--- src/rtl/multicycle_cu.sv ---
// Multi-cycle control unit: sequences FETCH/DECODE/EXEC/MEM/WB against a
// variable-latency memory port and counts retired instructions.
module multicycle_cu #(
    parameter int unsigned ALU_OP_W = 3,
    parameter int unsigned CNT_W    = 32
) (
    input  logic                clk,
    input  logic                rst,
    input  logic [31:0]         inst,
    input  logic                zero,
    input  logic                mem_ready,
    output logic                mem_req,
    output logic                mem_we,
    output logic                ir_we,
    output logic                pc_we,
    output logic [1:0]          pc_src,
    output logic [ALU_OP_W-1:0] alu_op,
    output logic                alu_src_imm,
    output logic                reg_we,
    output logic [1:0]          reg_dst,
    output logic [1:0]          wb_src,
    output logic                illegal,
    output logic [CNT_W-1:0]    retired
);

    typedef enum logic [2:0] {
        S_FETCH, S_DECODE, S_EXEC, S_MEM, S_WB
    } state_t;

    typedef enum logic [3:0] {
        C_R, C_J, C_JAL, C_BEQ, C_BNE, C_ADDI, C_ANDI, C_ORI, C_LUI, C_LW, C_SW, C_ILL
    } iclass_t;

    state_t            state_q, state_d;
    iclass_t           cls;
    logic              retire;
    logic [CNT_W-1:0]  retired_q, retired_d;

    always_comb begin
        cls = C_ILL;
        unique case (inst[31:26])
            6'h00:        cls = C_R;
            6'h02:        cls = C_J;
            6'h03:        cls = C_JAL;
            6'h04:        cls = C_BEQ;
            6'h05:        cls = C_BNE;
            6'h08, 6'h09: cls = C_ADDI;
            6'h0C:        cls = C_ANDI;
            6'h0D:        cls = C_ORI;
            6'h0F:        cls = C_LUI;
            6'h23:        cls = C_LW;
            6'h2B:        cls = C_SW;
            default:      cls = C_ILL;
        endcase
    end

    always_ff @(posedge clk or posedge rst) begin
        if (rst) begin
            state_q   <= S_FETCH;
            retired_q <= '0;
        end else begin
            state_q   <= state_d;
            retired_q <= retired_d;
        end
    end

    always_comb begin
        state_d = state_q;
        retire  = 1'b0;
        unique case (state_q)
            S_FETCH: begin
                if (mem_ready) state_d = S_DECODE;
            end
            S_DECODE: begin
                if (cls == C_J || cls == C_JAL) begin
                    retire  = 1'b1;
                    state_d = S_FETCH;
                end else if (cls == C_ILL) begin
                    state_d = S_FETCH;
                end else begin
                    state_d = S_EXEC;
                end
            end
            S_EXEC: begin
                if (cls == C_BEQ || cls == C_BNE) begin
                    retire  = 1'b1;
                    state_d = S_FETCH;
                end else if (cls == C_LW || cls == C_SW) begin
                    state_d = S_MEM;
                end else begin
                    state_d = S_WB;
                end
            end
            S_MEM: begin
                if (mem_ready) begin
                    if (cls == C_SW) begin
                        retire  = 1'b1;
                        state_d = S_FETCH;
                    end else begin
                        state_d = S_WB;
                    end
                end
            end
            S_WB: begin
                retire  = 1'b1;
                state_d = S_FETCH;
            end
            default: state_d = S_FETCH;
        endcase
        retired_d = retire ? retired_q + CNT_W'(1) : retired_q;
    end

    always_comb begin
        mem_req     = 1'b0;
        mem_we      = 1'b0;
        ir_we       = 1'b0;
        pc_we       = 1'b0;
        pc_src      = 2'd0;
        alu_op      = '0;
        alu_src_imm = 1'b0;
        reg_we      = 1'b0;
        reg_dst     = 2'd0;
        wb_src      = 2'd0;
        illegal     = 1'b0;
        // Reset forces the idle fetch request regardless of mem_ready.
        if (rst) begin
            mem_req = 1'b1;
        end else begin
            if (state_q == S_EXEC || state_q == S_MEM || state_q == S_WB) begin
                unique case (cls)
                    C_R:               alu_op = ALU_OP_W'(4);
                    C_ADDI, C_LW, C_SW: begin
                        alu_op      = ALU_OP_W'(0);
                        alu_src_imm = 1'b1;
                    end
                    C_ANDI: begin
                        alu_op      = ALU_OP_W'(2);
                        alu_src_imm = 1'b1;
                    end
                    C_ORI: begin
                        alu_op      = ALU_OP_W'(3);
                        alu_src_imm = 1'b1;
                    end
                    C_BEQ, C_BNE:      alu_op = ALU_OP_W'(1);
                    default:           alu_op = '0;
                endcase
            end
            unique case (state_q)
                S_FETCH: begin
                    mem_req = 1'b1;
                    if (mem_ready) begin
                        ir_we = 1'b1;
                        pc_we = 1'b1;
                    end
                end
                S_DECODE: begin
                    if (cls == C_J || cls == C_JAL) begin
                        pc_we  = 1'b1;
                        pc_src = 2'd2;
                    end
                    if (cls == C_JAL) begin
                        reg_we  = 1'b1;
                        reg_dst = 2'd2;
                        wb_src  = 2'd3;
                    end
                    if (cls == C_ILL) illegal = 1'b1;
                end
                S_EXEC: begin
                    if ((cls == C_BEQ && zero) || (cls == C_BNE && !zero)) begin
                        pc_we  = 1'b1;
                        pc_src = 2'd1;
                    end
                end
                S_MEM: begin
                    mem_req = 1'b1;
                    mem_we  = (cls == C_SW);
                end
                S_WB: begin
                    reg_we  = 1'b1;
                    reg_dst = (cls == C_R) ? 2'd1 : 2'd0;
                    if (cls == C_LW)       wb_src = 2'd1;
                    else if (cls == C_LUI) wb_src = 2'd2;
                end
                default: ;
            endcase
        end
    end

    assign retired = retired_q;

endmodule

--- config.mk ---
export PLATFORM = sky130hd
export DESIGN_NAME = multicycle_cu
export DESIGN_NICKNAME = d
export VERILOG_FILES = /design/src/rtl/multicycle_cu.sv
export SDC_FILE = /design/constraint.sdc
export NUM_CORES = 1
export LEC_CHECK = 0
export CELL_PAD_IN_SITES_DETAIL_PLACEMENT = 2
export CELL_PAD_IN_SITES_GLOBAL_PLACEMENT = 2
export CORE_MARGIN = 2
export CORE_UTILIZATION = 27
export DETAILED_ROUTE_END_ITERATION = 7
export GPL_TIMING_DRIVEN = 0
export PLACE_DENSITY_LB_ADDON = 0.1
export SLEW_MARGIN = 40
export SYNTH_ARGS = -nofsm -noshare
export SYNTH_HDL_FRONTEND = slang
export SYNTH_SLANG_ARGS = --single-unit
--- constraint.sdc ---
create_clock -name clk -period 9.61 [get_ports clk]
set_clock_uncertainty 0.1 [all_clocks]
set_input_delay 1.922 -clock clk [delete_from_list [all_inputs] [get_ports clk]]
set_output_delay 1.922 -clock clk [all_outputs]
set_load 0.02 [all_outputs]
# Yosys cells after proc, flatten, opt, wreduce, memory -nomap -nowiden
# Index checks and enable logic that the tools add are counted.
# classes
n_addsub,1
n_eq_ne,28
mux,49
n_reduce_logical,17
# ops
cell,count
case mux 4 bit (11 select lines),1
"adder 32 x 1 -> 32 bit, second input constant",1
"equality test 6 x 4 -> 1 bit, second input constant",5
case mux 3 bit (4 select lines),2
2-to-1 mux 1 bit,23
2-to-1 mux 3 bit,7
2-to-1 mux 2 bit,10
"equality test 4 x 3 -> 1 bit, second input constant",4
"equality test 4 bit, second input constant",4
"equality test 6 x 2 -> 1 bit, second input constant",2
"equality test 6 x 3 -> 1 bit, second input constant",2
"equality test 6 bit, second input constant",2
case mux 2 bit (2 select lines),3
"equality test 4 x 2 -> 1 bit, second input constant",2
"equality test 3 x 2 -> 1 bit, second input constant",2
logical NOT 6 bit,1
logical OR 1 bit,6
OR reduction 2 bit,3
OR reduction 5 bit,1
"equality test 4 x 1 -> 1 bit, second input constant",1
logical NOT 4 bit,1
"!= test 2 bit, second input constant",2
case mux 1 bit (4 select lines),1
"equality test 3 x 1 -> 1 bit, second input constant",1
other kinds (7),8
# totals
output_inout_bits,48
elab_cells,97
ff_bits,35

# Longest topological paths before layout
# Gate-level depths: netlist of the first run.
# logic_depth
word_depth,9
ltp_mapped,8
ltp_nobuf,5

# Worst setup path after synthesis of the first run
# Ideal clock, no wire load.
# synth_timing
path_type,input-to-output
from,input port rst
to,output port reg_we
setup_slack_ns,3.622
path_buffers,0
t_arrival_ns,3.966
cell_stages,5
cell_sequence,inv_1 nand2_1 or3_1 or4_1 o21ai_0
# synth_between
elab_chain_len,1
# synth_rtl
element,line,source
from (decl),8,"input logic rst,"
2-to-1 mux 1 bit,126,if (rst) begin
to (decl),19,"output logic reg_we,"
# No other way between the ends.

# Worst setup path in the final report of the first run
# layout_timing
from,input port inst[28]
to,output port wb_src[0]
# layout_between
elab_chain_len,7
# layout_rtl
element,line,source
from (decl),9,"input logic [31:0] inst,"
equality test 6 x 4 -> 1 bit,41,unique case (inst[31:26])
OR reduction 2 bit,41,
case mux 4 bit (11 select lines) (*),41,
equality test 4 bit / equality test 4 x 2 -> 1 bit (equally long branches),"181, 161",
"2-to-1 mux 2 bit, on equally long branches","181, 161",
case mux 2 bit (2 select lines) (*),148,unique case (state_q)
2-to-1 mux 2 bit (*),126,
to (decl),21,"output logic [1:0] wb_src,"
# Mark *: on every way between the ends. The rest lies on a longest branch, timed or not.

==> results of run 1 <==
-- stage by stage --
step,total power [mW],cells,setup WS [ns],util [%]
after global placement,0.262,412,1.93,36.2
after detailed placement,0.265,412,2.69,36.3
after CTS,0.378,420,2.68,37.3
after global routing,0.393,420,2.53,37.3
final,0.372,420,2.75,37.3
after floorplan,0.224,251,3.62,-
-- cell type report --
cell class                      count  share of cell area [%]
Timing Repair Buffer               56                    18.5
Sequential cell                    35                    28.8
Buffer                             16                    2.43
Clock buffer                        6                    2.39
Clock inverter                      2                   0.412
Tap cell                          105                    4.33
Multi-Input combinational cell    195                    42.4
Inverter                            5                   0.700
-- worst max-delay path, delay by kind of cell --
family          cells  cell delay, ns
simple gates        3            1.02
compound gates      2            0.31
buf+inv             3            1.57
-- report_power, final --
part / total [mW] / leakage (nW) / internal (mW) / switching [mW]
Combinational: 0.0927 / 0.627 / 0.0390 / 0.0537
Clock: 0.111 / 0.0412 / 0.0508 / 0.0600
Sequential: 0.169 / 0.403 / 0.156 / 0.0134
-- synthesized netlist by cell type (6+ instances only) --
cell / n
nand3_1: 11
xor2_1: 25
dfrtp_1: 35
nand2_1: 25
nand4_1: 6
o21ai_0: 11
nor2_1: 19
nor4_1: 10
nor3_1: 12
clkbuf_1: 12
xnor2_1: 11
-- per-layer routing --
| metal | routed length, um | global-route usage [%] |
|---|---|---|
| met5 | 0 | 0 |
| met3 | 185 | 2.45 |
| met2 | 3370 | 28.0 |
| met1 | 3640 | 24.2 |
| met4 | 74 | 4.35 |
-- state kept, by name, indices dropped and copies added (netlist names) --
| name | count |
|---|---|
| state_q | 3 |
| retired | 32 |
-- worst max-delay path by stage --
stage,startpoint,end,cells after the start
floorplan,rst,reg_we,5
global placement,rst,reg_we,7
detailed placement,rst,wb_src[0],7
CTS,rst,wb_src[0],7
global route,inst[28],wb_src[1],8
finish,inst[28],wb_src[0],8
-- logic make-up after synthesis --
| kind of cell | synth area share (%) |
|---|---|
| simple gates | 31.0 |
| xor+xnor | 14.7 |
| flops | 38.9 |
| compound gates | 10.7 |
| buf+inv | 4.12 |
| fa+ha+maj | 0.556 |
==> metrics.txt, run 1 <==
HP Start=retired[31]; Port-buffer cells=56; drt initial violations=52; post-synth top area cell=dfrtp_1; drt wl/cell=roughly 17 um; R2R Path End=retired[31]; core area=slightly above 0.008 mm2; filler instances=911; number of global-route vias before repair=about 2400; max-slew violations=0; post-synth top area share=between 30% and 40%; Synth warnings=0; RSZ-0062 raised after global routing=no; Syn Nets=288; Slew headroom=between 50% and 60%; Starting Density=27.7%; CP Launch Type=input pin; CTS resizes=0; via count=2147; Inserted Diodes=0; drt total wl=7.26 mm; cell count after synthesis=251; chip width=about 95 um; Setup CP Type=in2out; register bit count reported by yosys=35; Num CTS Buffers=5; FF-to-FF setup slack=roughly 6.8 ns; CTS Buffer Depth=2; DRC Markers=0; wire length of the first global-routing pass=12.1 mm; Final Cell Area=0.00304 mm2; CTS tree=yes; RePlAce Congestion=0.728; CP dominant cell by count=clkdlybuf4s50_1; initial antenna violation count=0; Hold Fails Final Rpt=0; Hold Crit Class=reg2reg; Final period util=between 70% and 80%; Overflow after GRT=0; Synth Area per Inst=about 9 um2; minimum clock period=a little under 7 ns; layout cells sized above 1=6.98%; LEAKAGE=1.07 nW; Die ar.=~0.0091 mm2; drt via density=roughly 5; CP endpoint kind=primary output; commonest non-fill, non-tap cell in the layout=clkdlybuf4s50_1; Sink Count=35; Multi-input gate area=0.00129 mm2; Die Ht=around 95 um; hold depth=1; final setup vio count=0; first-pass detailed-route iteration total=3; Mapped Area=around 0.0022 mm2; setup TNS=0 ns; worst vdd ir=approximately 0.0001 V; Max-Cap Viols=0; Crit path required time=between 7 and 8 ns; critical path arrival=a little under 5 ns; H-tree depth=2; Worst path max stage delay=around 0.63 ns; Setup Fix Bufs, Post-CTS=0; Synth cell types=52; CP max-delay cell=clkdlybuf4s50_1; clock root buffer=clkbuf_8; critical path, cell by cell=clkdlybuf4s50_1 > clkbuf_1 > nor2b_1 > nand3b_1 > a21o_1 > or4_1 > o21ai_0 > clkdlybuf4s50_1; # IOs=84; CTS clk-pin slew, worst paths=0.08 ns; Synth-to-Final Area Change=35.0%; Synth Flop Type=dfrtp_1; Seq/Total Area, Yosys=between 30% and 40%; Critical Path Fanout Max=10; nets=between 300 and 400; gr usage total=17.3%; top cells by area, synth=dfrtp_1, xor2_1, xnor2_1; post-placement cell area=between 0.002 and 0.003 mm2; PwrDens=roughly 120 mW/mm2; number of synthesized flops with an enable pin=0; Worst-Skew Late Latency=roughly 0.30 ns; Tightest Pin Transition=roughly 0.65 ns; Worst Hold End=retired[31]; most frequent cells in the layout=clkdlybuf4s50_1, dfrtp_1, nand2_1, xor2_1, nor2_1; Hold Slack=about 0.38 ns; Post-synth ARST share=between 90% and 100%; FMAX=0.146 GHz; origin of the critical flop-to-flop path=state_q[1]; hpwl dp=around 5.3 mm; num rows=33; cts hold-fix bufs=0; Antenna Nets Post-Route=0; pin count of the biggest net entering global routing=39; outcome=finished clean; register area=between 800 and 900 um2; R2R cell count=8
No activity file was read; power rests on OpenSTA's default activity.
==> run 2: changes to the inputs <==
- CORE_UTILIZATION: 27 -> 25
- clock period: 9.61 -> 6.5 ns (I/O delays scaled with it)
==> metrics.txt, run 2 (synthesized netlist as in run 1, its figures left out) <==
Crit path buffers/inverters=3 (unchanged); Num CTS Buffers=5 (unchanged); drt wl/cell=16.6 um (-4.3%); drt total wl=7.00 mm (-3.6%); outcome=finished clean; Crit path required time=5.10 ns (-2.49 ns); CP max-delay cell=clkdlybuf4s50_1; Setup Fix Bufs, Post-CTS=0 (unchanged); nets=351 (unchanged); Synth-to-Final Area Change=36.4%; final worst setup slack=0.889 ns (-1.87 ns); max FFs per register=32 (unchanged); cts hold-fix bufs=0 (unchanged); Die Ht=98.9 um (+3.8%); Antenna Nets Post-Route=0 (unchanged); chip width=98.9 um (+3.8%); Hold Fails Final Rpt=0 (unchanged); num rows=34 (+3.0%); hpwl dp=5.13 mm (-3.6%); LEAKAGE=1.09 nW (+1.6%); Hold Crit Class=reg2reg; Setup CP Type=in2out; gr usage total=15.2% (-2.0 points); R2R cell count=8 (unchanged); # IOs=84 (unchanged); CTS tree=yes; Max-Cap Viols=0 (unchanged); critical path, cell by cell=clkdlybuf4s50_1 > clkbuf_1 > nor2b_1 > nand3b_1 > a21o_1 > or4_1 > o21ai_0 > clkdlybuf4s50_1; CTS resizes=0 (unchanged); CP endpoint kind=primary output; first-pass detailed-route iteration total=4 (+1); CP Launch Type=input pin; post-placement cell area=0.00296 mm2 (+0.13%); crit-path leading delay family=buffers and inverters; number of cells in the finished layout apart from fillers=423 (+0.71%); initial antenna violation count=0 (unchanged); Starting Density=25.8% (-1.9 points); final core utilization=35.2% (-2.2 points); Final Cell Area=0.00307 mm2 (+1.0%); PwrDens=191 mW/mm2 (+56%); worst vdd ir=0.0000707 V (-30%); setup TNS=0 ns (unchanged); Critical Path Fanout Max=10 (unchanged); Overflow after GRT=0 (unchanged); Port-buffer cells=56 (unchanged); CTS Buffer Depth=2 (unchanged); drt via density=5.01 (-2.1%); H-tree depth=2 (unchanged); Inserted Diodes=0 (unchanged); pin count of the biggest net entering global routing=39 (unchanged); Final period util=between 80% and 90%; WP depth=8 (unchanged); CP dominant cell by count=clkdlybuf4s50_1; max-slew violations=0 (unchanged); CTS clk-pin slew, worst paths=0.07 ns (about the same); core area=0.00872 mm2 (+7.2%); via count=2118 (-1.4%); final setup vio count=0 (unchanged); commonest non-fill, non-tap cell in the layout=clkdlybuf4s50_1; dpl cells=415 (+0.73%); wire length of the first global-routing pass=12.1 mm (unchanged); Sink Count=35 (unchanged); pre-CTS WS=0.871 ns (-1.82 ns); minimum clock period=between 5 and 6 ns; Worst-Skew Late Latency=0.30 ns (about the same); DRC Markers=0 (unchanged); hold depth=1 (unchanged); most frequent cells in the layout=clkdlybuf4s50_1, dfrtp_1, nand2_1, xor2_1, nor2_1; layout cells sized above 1=7.30% (+0.32 points); Worst path max stage delay=0.62 ns (about the same); RePlAce Congestion=0.743 (+2.2%); FMAX=0.178 GHz; number of global-route vias before repair=2312 (-1.7%); Tightest Pin Transition=0.609 ns (-0.0451 ns); Die ar.=0.00977 mm2 (+7.7%); RSZ-0062 raised after global routing=no; critical path arrival=4.21 ns (-0.62 ns); drt initial violations=48 (-7.7%); Slew headroom=59.4% (+3.1 points); clock root buffer=clkbuf_8
## run 2: cell types whose count changed in the layout (fill, tap and decap cells not counted), sizes merged
cell | before | now
clkinvlp | 1 | 0
bufinv | 0 | 1
clkbuf | 18 | 17
clkinv | 1 | 2
## run 2: final cells by class
cell class | count | area [um2]
multi-input cells | 195 | 1290
plain buffers | 16 | 73.8
flip-flops and latches | 35 | 876
fillers | 1002 | 5650
clock inverters | 3 | 43.8
inverters | 5 | 21.3
clock buffers | 5 | 68.8
repair buffers | 56 | 561
well taps | 108 | 135
## run 2: metal layers
metal | vias to the layer above | wire length (um) | global-route usage [%]
met2 | 46 | 3340 | 25.2
li1 | 1012 | - | -
met3 | 5 | 257 | 3.12
met5 | - | 0 | 0
met1 | 1055 | 3330 | 20.5
met4 | 0 | 71 | 3.48
## run 2: final timing paths
check                             from           to  slack (ns)
min                        retired[20]  retired[20]        0.40
max in group asynchronous          rst   retired[2]        4.51
min reg2reg                retired[20]  retired[20]        0.40
min in group asynchronous          rst   state_q[1]        1.43
max reg2reg                 state_q[1]  retired[31]        3.67
max                           inst[28]    wb_src[1]        0.89
## run 2: through the flow
stage	power (mW)	hold WS [ns]
CTS	0.597	0.404
global placement	0.386	0.365
floorplan	0.331	0.414
global route	0.619	0.421
finish	0.587	0.402
detailed placement	0.391	0.381
## run 2: report_power, final
part / leakage (nW) / internal [mW] / switching (mW)
clock: 0.0581 / 0.114 / 0.0894
combinational: 0.627 / 0.0574 / 0.0774
sequential: 0.403 / 0.230 / 0.0184
total: 1.09 / 0.402 / 0.185
==> run 3: changes to the inputs <==
--- a/constraint.sdc
+++ b/constraint.sdc
@@ -4,2 +4,2 @@
 set_output_delay 1.3 -clock clk [all_outputs]
-set_load 0.02 [all_outputs]
+set_load 0.01 [all_outputs]
==> results of run 3 <==
Same layout as run 2 (identical final DEF). Status: finished clean.
Among the figures that moved: setup slack after placement 0.871 ns -> 0.939 ns; setup slack after layout 0.889 ns -> 0.956 ns; total power 0.587 mW -> 0.576 mW
